**config.mk**
```make
export PLATFORM = sky130hd
export DESIGN_NAME = instr_encoder_loader_flat
export DESIGN_NICKNAME = d
export VERILOG_FILES = /design/src/rtl/instr_encoder_loader_if.sv /design/src/rtl/instr_encoder_loader.sv /design/src/flat_wrapper.sv
export SDC_FILE = /design/constraint.sdc
export NUM_CORES = 1
export LEC_CHECK = 0
export CAP_MARGIN = 20
export CORE_ASPECT_RATIO = 1.75
export CORE_UTILIZATION = 44
export DETAILED_ROUTE_END_ITERATION = 7
export GPL_TIMING_DRIVEN = 0
export MAX_ROUTING_LAYER = met4
export PLACE_DENSITY = 0.81
export SYNTH_ARGS = -nofsm -noshare
export SYNTH_HDL_FRONTEND = slang
export SYNTH_SLANG_ARGS = --single-unit
```
**constraint.sdc**
```tcl
create_clock -name clk -period 1.8 [get_ports clk]
set_clock_uncertainty 0.1 [all_clocks]
set_input_delay 0.18 -clock clk [delete_from_list [all_inputs] [get_ports clk]]
set_output_delay 0.18 -clock clk [all_outputs]
set_load 0.05 [all_outputs]
```
**src/rtl/instr_encoder_loader_if.sv**
```systemverilog
// Field stream and instruction-memory write port of instr_encoder_loader.
// master = field source / memory side, slave = the loader.
interface instr_encoder_loader_if #(
    parameter int ADDR_W = 8
);
    logic              in_valid;
    logic              in_ready;
    logic [2:0]        in_kind;
    logic [2:0]        in_funct3;
    logic              in_funct7b5;
    logic [4:0]        in_rd;
    logic [4:0]        in_rs1;
    logic [4:0]        in_rs2;
    logic [31:0]       in_imm;
    logic              in_last;
    logic              wr_en;
    logic [ADDR_W-1:0] wr_addr;
    logic [31:0]       wr_data;

    modport master (
        output in_valid, in_kind, in_funct3, in_funct7b5, in_rd, in_rs1, in_rs2, in_imm, in_last,
        input  in_ready, wr_en, wr_addr, wr_data
    );

    modport slave (
        input  in_valid, in_kind, in_funct3, in_funct7b5, in_rd, in_rs1, in_rs2, in_imm, in_last,
        output in_ready, wr_en, wr_addr, wr_data
    );
endinterface

```
**src/rtl/instr_encoder_loader.sv**
```systemverilog
// Encodes symbolic RV32I fields into instruction words and writes them to consecutive IMEM addresses.
// Optional macro ENC_RANGE_CHECK_EN: out-of-range immediates become a NOP and raise err.
module instr_encoder_loader #(
    parameter int ADDR_W    = 8,
    parameter int BASE_ADDR = 0
) (
    input  logic                   clk,
    input  logic                   reset,
    input  logic                   start,
    instr_encoder_loader_if.slave  bus,
    output logic                   busy,
    output logic                   done,
    output logic [ADDR_W:0]        count,
    output logic                   err
);
    localparam logic [ADDR_W-1:0] BASE      = ADDR_W'(BASE_ADDR);
    localparam logic [ADDR_W-1:0] LAST_ADDR = '1;
    localparam logic [31:0]       NOP       = 32'h0000_0013;

    localparam logic [6:0] OP_R      = 7'b0110011;
    localparam logic [6:0] OP_I      = 7'b0010011;
    localparam logic [6:0] OP_LOAD   = 7'b0000011;
    localparam logic [6:0] OP_STORE  = 7'b0100011;
    localparam logic [6:0] OP_BRANCH = 7'b1100011;
    localparam logic [6:0] OP_JAL    = 7'b1101111;

    typedef enum logic [1:0] {S_IDLE, S_LOAD, S_DONE} state_e;
    typedef enum logic [2:0] {
        K_R      = 3'd0,
        K_I      = 3'd1,
        K_LOAD   = 3'd2,
        K_STORE  = 3'd3,
        K_BRANCH = 3'd4,
        K_JAL    = 3'd5
    } kind_e;

    state_e            state_q, state_d;
    logic [ADDR_W-1:0] addr_q, addr_d;
    logic [ADDR_W:0]   count_q, count_d;
    logic              wr_en_q, wr_en_d;
    logic [ADDR_W-1:0] wr_addr_q, wr_addr_d;
    logic [31:0]       wr_data_q, wr_data_d;
    logic              err_q, err_d;

    kind_e       kind;
    logic [31:0] imm;
    logic [2:0]  f3;
    logic [4:0]  rd, rs1, rs2;
    logic        f7b5;
    logic        is_shift;
    logic [31:0] enc_word;
    logic        kind_err;
    logic        range_err;
    logic        accept;

    assign kind     = kind_e'(bus.in_kind);
    assign imm      = bus.in_imm;
    assign f3       = bus.in_funct3;
    assign rd       = bus.in_rd;
    assign rs1      = bus.in_rs1;
    assign rs2      = bus.in_rs2;
    assign f7b5     = bus.in_funct7b5;
    assign is_shift = (f3 == 3'b001) || (f3 == 3'b101);

    // NOTE: every signal assigned in an always_comb gets a default first, so no path infers a latch.
    always_comb begin
        enc_word = NOP;
        kind_err = 1'b0;
        case (kind)
            K_R:      enc_word = {1'b0, f7b5, 5'b0, rs2, rs1, f3, rd, OP_R};
            K_I: begin
                if (f3 == 3'b101) enc_word = {1'b0, f7b5, 5'b0, imm[4:0], rs1, f3, rd, OP_I};
                else              enc_word = {imm[11:0], rs1, f3, rd, OP_I};
            end
            K_LOAD:   enc_word = {imm[11:0], rs1, f3, rd, OP_LOAD};
            K_STORE:  enc_word = {imm[11:5], rs2, rs1, f3, imm[4:0], OP_STORE};
            K_BRANCH: enc_word = {imm[12], imm[10:5], rs2, rs1, f3, imm[4:1], imm[11], OP_BRANCH};
            K_JAL:    enc_word = {imm[20], imm[10:1], imm[11], imm[19:12], rd, OP_JAL};
            default:  kind_err = 1'b1;
        endcase
    end

`ifdef ENC_RANGE_CHECK_EN
    // A signed N-bit field fits when imm[31:N-1] is pure sign extension.
    always_comb begin
        range_err = 1'b0;
        case (kind)
            K_I: begin
                if (is_shift) range_err = (imm[31:5] != '0);
                else          range_err = !((imm[31:11] == '0) || (imm[31:11] == '1));
            end
            K_LOAD, K_STORE: range_err = !((imm[31:11] == '0) || (imm[31:11] == '1));
            K_BRANCH:        range_err = !((imm[31:12] == '0) || (imm[31:12] == '1)) || imm[0];
            K_JAL:           range_err = !((imm[31:20] == '0) || (imm[31:20] == '1)) || imm[0];
            default:         range_err = 1'b0;
        endcase
    end
`else
    logic unused_imm;
    assign range_err  = 1'b0;
    assign unused_imm = ^{imm[31:21], imm[0], is_shift};
`endif

    assign accept = (state_q == S_LOAD) && bus.in_valid;

    always_comb begin
        state_d   = state_q;
        addr_d    = addr_q;
        count_d   = count_q;
        wr_en_d   = 1'b0;
        wr_addr_d = wr_addr_q;
        wr_data_d = wr_data_q;
        err_d     = err_q;
        case (state_q)
            S_IDLE, S_DONE: begin
                if (start) begin
                    state_d = S_LOAD;
                    addr_d  = BASE;
                    count_d = '0;
                    err_d   = 1'b0;
                end
            end
            S_LOAD: begin
                if (accept) begin
                    wr_en_d   = 1'b1;
                    wr_addr_d = addr_q;
                    wr_data_d = (kind_err || range_err) ? NOP : enc_word;
                    addr_d    = addr_q + 1'b1;
                    count_d   = count_q + 1'b1;
                    err_d     = err_q | kind_err | range_err;
                    // The top address is the last one ever written; never wrap back to 0.
                    if (bus.in_last || (addr_q == LAST_ADDR)) state_d = S_DONE;
                end
            end
            default: state_d = S_IDLE;
        endcase
    end

    // NOTE: reset is synchronous and also clears wr_en_q, so a write accepted in the reset cycle is dropped.
    always_ff @(posedge clk) begin
        if (reset) begin
            state_q   <= S_IDLE;
            addr_q    <= BASE;
            count_q   <= '0;
            wr_en_q   <= 1'b0;
            wr_addr_q <= BASE;
            wr_data_q <= '0;
            err_q     <= 1'b0;
        end else begin
            state_q   <= state_d;
            addr_q    <= addr_d;
            count_q   <= count_d;
            wr_en_q   <= wr_en_d;
            wr_addr_q <= wr_addr_d;
            wr_data_q <= wr_data_d;
            err_q     <= err_d;
        end
    end

    assign bus.in_ready = (state_q == S_LOAD);
    assign bus.wr_en    = wr_en_q;
    assign bus.wr_addr  = wr_addr_q;
    assign bus.wr_data  = wr_data_q;
    assign busy         = (state_q == S_LOAD) || wr_en_q;
    assign done         = (state_q == S_DONE);
    assign count        = count_q;
    assign err          = err_q;
endmodule

```
**src/flat_wrapper.sv**
```systemverilog
// flat-port wrapper written by rule: the top's interface ports become plain ports
module instr_encoder_loader_flat 
#(
    parameter int ADDR_W    = 8,
    parameter int BASE_ADDR = 0
)
  (clk, reset, start, busy, done, count, err, bus_in_valid, bus_in_kind, bus_in_funct3, bus_in_funct7b5, bus_in_rd, bus_in_rs1, bus_in_rs2, bus_in_imm, bus_in_last, bus_in_ready, bus_wr_en, bus_wr_addr, bus_wr_data);
  instr_encoder_loader_if #(.ADDR_W(ADDR_W)) bus_i ();
  input  logic clk;
  input  logic reset;
  input  logic start;
  output logic busy;
  output logic done;
  output logic [ADDR_W:0] count;
  output logic err;
  input wire logic [$bits(bus_i.in_valid)-1:0] bus_in_valid;
  input wire logic [$bits(bus_i.in_kind)-1:0] bus_in_kind;
  input wire logic [$bits(bus_i.in_funct3)-1:0] bus_in_funct3;
  input wire logic [$bits(bus_i.in_funct7b5)-1:0] bus_in_funct7b5;
  input wire logic [$bits(bus_i.in_rd)-1:0] bus_in_rd;
  input wire logic [$bits(bus_i.in_rs1)-1:0] bus_in_rs1;
  input wire logic [$bits(bus_i.in_rs2)-1:0] bus_in_rs2;
  input wire logic [$bits(bus_i.in_imm)-1:0] bus_in_imm;
  input wire logic [$bits(bus_i.in_last)-1:0] bus_in_last;
  output wire logic [$bits(bus_i.in_ready)-1:0] bus_in_ready;
  output wire logic [$bits(bus_i.wr_en)-1:0] bus_wr_en;
  output wire logic [$bits(bus_i.wr_addr)-1:0] bus_wr_addr;
  output wire logic [$bits(bus_i.wr_data)-1:0] bus_wr_data;
  assign bus_i.in_valid = bus_in_valid;
  assign bus_i.in_kind = bus_in_kind;
  assign bus_i.in_funct3 = bus_in_funct3;
  assign bus_i.in_funct7b5 = bus_in_funct7b5;
  assign bus_i.in_rd = bus_in_rd;
  assign bus_i.in_rs1 = bus_in_rs1;
  assign bus_i.in_rs2 = bus_in_rs2;
  assign bus_i.in_imm = bus_in_imm;
  assign bus_i.in_last = bus_in_last;
  assign bus_in_ready = bus_i.in_ready;
  assign bus_wr_en = bus_i.wr_en;
  assign bus_wr_addr = bus_i.wr_addr;
  assign bus_wr_data = bus_i.wr_data;
  instr_encoder_loader #(.ADDR_W(ADDR_W), .BASE_ADDR(BASE_ADDR)) u_core (.clk(clk), .reset(reset), .start(start), .bus(bus_i), .busy(busy), .done(done), .count(count), .err(err));
endmodule
```
# Word level (Yosys, flattened, before mapping)
# Index checks and enable logic that the tools add are counted.
[totals]
in_bits = 59
elab_cells = 53
register_bits = 61
output_inout_bits = 54
[classes]
n_bitwise = 2
eq_ne = 12
add_sub_neg = 2
n_reduce_logical = 12
mux = 18
[op_table]
columns = ["op", "n"]
rows = [
  ["$pmux W32 S6", 1],
  ["$mux W32", 2],
  ["$mux W9", 2],
  ["$pmux W9 S2", 1],
  ["$mux W8", 2],
  ["$pmux W8 S2", 1],
  ["$add A9 B1 Y9 const B", 1],
  ["$eq A3 B3 Y1 const B", 3],
  ["$add A8 B1 Y8 const B", 1],
  ["$eq A8 B8 Y1 const B", 1],
  ["$eq A3 B2 Y1 const B", 2],
  ["$mux W2", 3],
  ["$reduce_and A3 Y1", 2],
  ["$reduce_or A6 Y1", 1],
  ["$mux W1", 4],
  ["$ne A2 B1 Y1 const B", 2],
  ["$pmux W2 S2", 1],
  ["$reduce_or A2 Y1", 2],
  ["$eq A3 B1 Y1 const B", 1],
  ["$logic_not A3 Y1", 1],
  ["$eq A2 B1 Y1 const B", 1],
  ["$eq A2 B2 Y1 const B", 1],
  ["$logic_not A2 Y1", 1],
  ["$logic_or A1 B1 Y1", 2],
  ["other kinds (7)", 7],
]

# Longest topological paths before layout
# Gate-level depths: netlist of run 1.
[logic_depth]
ltp_word = 6
ltp_mapped = 6
mapped_depth_nobuf = 5

# Least setup slack after synthesis of run 1
# OpenSTA, ideal clock, no wires.
[synth_path]
path_type = "register -> register"
start = "register u_core.count_q[2] (netlist: u_core.count[2])"
end = "register u_core.count_q[8] (netlist: u_core.count[8])"
setup_time_ns = 0.070
period_less_slack_ns = 1.687
required_ns = 1.630
path_buffers = 0
slack_ns = 0.113
arrival_ns = 1.517
path_stages_with_launch = 5
cell_sequence = "dfxtp_1 and4_1 nand3_1 or3_1 a21oi_1"
[synth_via]
elab_chain_len = 3
[synth_rtl]
columns = ["item", "line", "rtl"]
rows = [
  ["start: declaration", "instr_encoder_loader.sv:39", "logic [ADDR_W:0] count_q, count_d;"],
  ["start signal: assignment", "instr_encoder_loader.sv:152", "count_q <= count_d;"],
  ["$add A9 B1 Y9", "instr_encoder_loader.sv:129", "count_d = count_q + 1'b1;"],
  ["$mux W9", "instr_encoder_loader.sv:124", "if (accept) begin"],
  ["$pmux W9 S2", "instr_encoder_loader.sv:114", "case (state_q)"],
]
# No other way between the ends. The select of a mux whose other input is x is not followed.
# A chain may end at the register's enable or synchronous reset.

# Worst setup path after layout of run 1
[layout_path]
start = "register u_core.wr_data_q[11] (netlist: u_core.bus.wr_data[11])"
end = "output bus_wr_data[11]"
[layout_lines]
columns = ["item", "line", "rtl"]
rows = [
  ["start: declaration", "instr_encoder_loader.sv:42", "logic [31:0] wr_data_q, wr_data_d;"],
  ["start signal: assignment", "instr_encoder_loader.sv:155", "wr_data_q <= wr_data_d;"],
  ["end: declaration", "flat_wrapper.sv:28", "output wire logic [$bits(bus_i.wr_data)-1:0] bus_wr_data;"],
]
# No word-level cell between the ends.

==> results of run 1 <==
power breakdown:
part	internal [W]	total, W	switching, W
Sequential	0.00134	0.00136	0.0000219
Combinational	0.000250	0.000599	0.000349
Clock	0.000716	0.00127	0.000556
Total	0.00230	0.00323	0.000927
cells by family (layout without fill, tap and decap cells):
group | Yosys count | after routing
flip-flops | 59 | 59
AND/OR/NAND/NOR | 104 | 104
multiplexers | 10 | 10
XOR/XNOR | 12 | 12
buffers and inverters | 37 | 153
AO/OA/AOI/OAI | 103 | 103
adder cells (fa/ha/maj) | 5 | 5
through the flow:
| stage | setup TNS, ns | setup slack [ns] | instances | utilization | hold WS, ns |
|---|---|---|---|---|---|
| after global placement | -4.550 | -0.2619 | 510 | 0.6382 | 0.3453 |
| after detailed placement | -4.946 | -0.2809 | 510 | 0.6382 | 0.3534 |
| after CTS | 0 | 0.0009064 | 526 | 0.6673 | 0.2336 |
| after floorplan | 0 | 0.1132 | 330 | - | 0.2423 |
| final | 0 | 0.01795 | 526 | 0.6754 | 0.2224 |
| after global routing | 0 | 0.00008837 | 526 | 0.6754 | 0.2649 |
metal layers:
metal / vias to the layer above / GRT usage / part of all wire
met5: - / - / 0
met4: 0 / 0.1678 / 0.045
met3: 28 / 0.04812 / 0.049
met2: 130 / 0.4892 / 0.54
met1: 1373 / 0.2599 / 0.37
li1: 1413 / - / -
how the worst max path moves through the flow:
stage,from,to,depth (start not counted)
3_3_place_gp,bus_in_kind[1],u_core.bus.wr_data[24]$_SDFFE_PP0P_,6
3_5_place_dp,bus_in_kind[1],u_core.bus.wr_data[24]$_SDFFE_PP0P_,6
6_report,u_core.bus.wr_data[11]$_SDFFE_PP0P_,bus_wr_data[11],1
5_1_grt,u_core.bus.wr_data[11]$_SDFFE_PP0P_,bus_wr_data[11],1
2_1_floorplan,u_core.count[2]$_SDFFE_PP0P_,u_core.count[8]$_SDFFE_PP0P_,4
4_1_cts,u_core.bus.wr_data[5]$_SDFFE_PP0P_,bus_wr_data[5],1
registers in the layout, summed over array words and instances, names as in the netlist:
register / flops
u_core.err: 1
u_core.state_q: 2
u_core.addr_q: 8
u_core.count: 9
u_core.bus.wr_addr: 8
u_core.bus.wr_data: 30
u_core.bus.wr_en: 1
Yosys cell counts, drive strengths merged, types with 7 or more instances:
| library cell | number | area (um2) |
|---|---|---|
| inv | 10 | 37.54 |
| o22ai | 14 | 87.58 |
| buf | 17 | 100.1 |
| a22o | 15 | 131.4 |
| o21ai | 9 | 48.80 |
| dfxtp | 59 | 1181 |
| nand2 | 30 | 112.6 |
| nor2 | 37 | 141.4 |
| a32oi | 9 | 78.83 |
| a22oi | 7 | 52.55 |
| a2bb2oi | 8 | 70.07 |
| nor2b | 9 | 56.30 |
| a21oi | 19 | 95.09 |
| mux2i | 8 | 80.08 |
| clkbuf | 10 | 37.54 |
| xor2 | 9 | 78.83 |
| a31oi | 7 | 43.79 |
timing repair:
| item | in CTS | in global routing |
|---|---|---|
| endpoints found under the setup margin | 17 | 24 |
| endpoints found under the hold margin | 0 | 0 |
| gates resized for setup | 25 | 28 |
area by class of cell:
type,count,area (um2)
Tap cell,80,100.1
Multi-Input combinational cell,234,1518
Buffer,27,141.4
Inverter,10,37.54
Fill cell,520,2022
Clock buffer,11,151.4
Clock inverter,5,58.81
Timing Repair Buffer,100,1018
Sequential cell,59,1181
==> flow_summary.ini, run 1 <==
[critical_path]
reg2reg_from = u_core.addr_q[0]$_SDFFE_PP0P_
r2r-end = u_core.state_q[0]$_SDFFE_PP0P_
worst-path-buf-inv = 1
crit_chain = clkdlybuf4s50_1
crit_fanout = 2
reg2reg_slack_ns = 0.04
cp.required_ns = 1.52
crit_slowest_cell = clkdlybuf4s50_1
startpoint_type = register
critical_path_arrival_ns = 1.50
r2r_cells = 5
worstSetupPathType = register to output port
worst_setup_path_end_kind = output port
cp_top_family = buffers and inverters
slowest_delay_ns = 0.81

[worst_hold_path]
min_from = reset
holdPathStages = 4
min_to = u_core.state_q[1]$_SDFFE_PP0P_
hp-class = input pin to register

[die]
io_pins = 113
initial_core_util = 0.4614
core_um2 = 6228
rows = 38
dieArea_um2 = 6872
die_width_um = 63.10
die_y_um = 108.9

[sta]
finalMaxSlewViolations = 0
max_slew_margin = 0.6210
max_freq_ghz = 0.5612
grt_setup_unrepaired = false
max_slew.worst_pin.slew_ns = 0.5675
setup_violations = 0
hold_viol = 0
final.period_utilization = 0.9900
min_period_ns = 1.782

[power]
leakage_nw = 2.017
power_density_nw_per_um2 = 767.5
vdd_drop_max_uv = 668.6
total_power_w = 0.003229

[cells_and_area]
area_growth_syn_to_layout_pct = 46.36
diodes = 0
final_cell_area_um2 = 4207
drive_above_1_share = 0.1031
layout_common_cells = clkdlybuf4s50_1 (64), dfxtp_1 (59), nor2_1 (36), nand2_1 (30)
final_common_cell = clkdlybuf4s50_1
layout.nets = 505

[grt]
grtUsageTotal = 0.2691
grt_max_degree = 12
grt_overflow = 0
grt_pass1_vias = 2923
grt_pass1_wl_um = 13820
grt_antenna_before_repair = 0

[yosys]
synthDistinctLibCells = 46
async_reset_ff_frac = 0
ys.flop_type = dfxtp_1
synthesis.area_um2 = 2874
synthSimpleGateAreaFrac = 0.1763
synth-edff-count = 0
synth.ff_latch_count = 59
synth_top_family_by_area = compound AO/OA/AOI/OAI gates
synth_compound_area_frac = 0.2577
muxShareOfSynthArea = 0.03570
ys_seq_area_frac = 0.4110
syn-mean-instance-area_um2 = 8.709
syn_nets = 394
synthCells = 330
yosys_warnings = 0
synth_fa_ha_area_frac = 0.02177
synth-xor-area-share = 0.03657

[outcome]
status = finished clean

[routing]
ant_nets = 0
drc_errors = 0
drt_iter0_drc = 122
dr.pass1.iters = 4
vias_per_cell = 5.597
vias = 2944
wl_per_cell_um = 16.61
wirelength_um = 8738

[cts]
cts_buffers = 9
cts_sinks = 59
htree_levels = 3
clkTransAtPathRegs_ns = 0.07
cts-root-buf = clkbuf_8
tritoncts = built
worst_skew_pair.late_latency_ns = 0.35
cts_setup_buffers = 0
postCtsHoldBufs = 0
clockBufferDepth = 2

[placement]
post_dp_cell_area_um2 = 3975
dp_hpwl_um = 6608
gp_congestion = 0.9093
io_buffer_count = 100

[run]
drv_cap = 0
No activity file was read; power rests on OpenSTA's default activity.
==> run 2: changes to the inputs <==
Settings changed: SLEW_MARGIN set to 0.
==> results of run 2 <==
The final DEF is identical to that of run 1; final timing and power are the same.
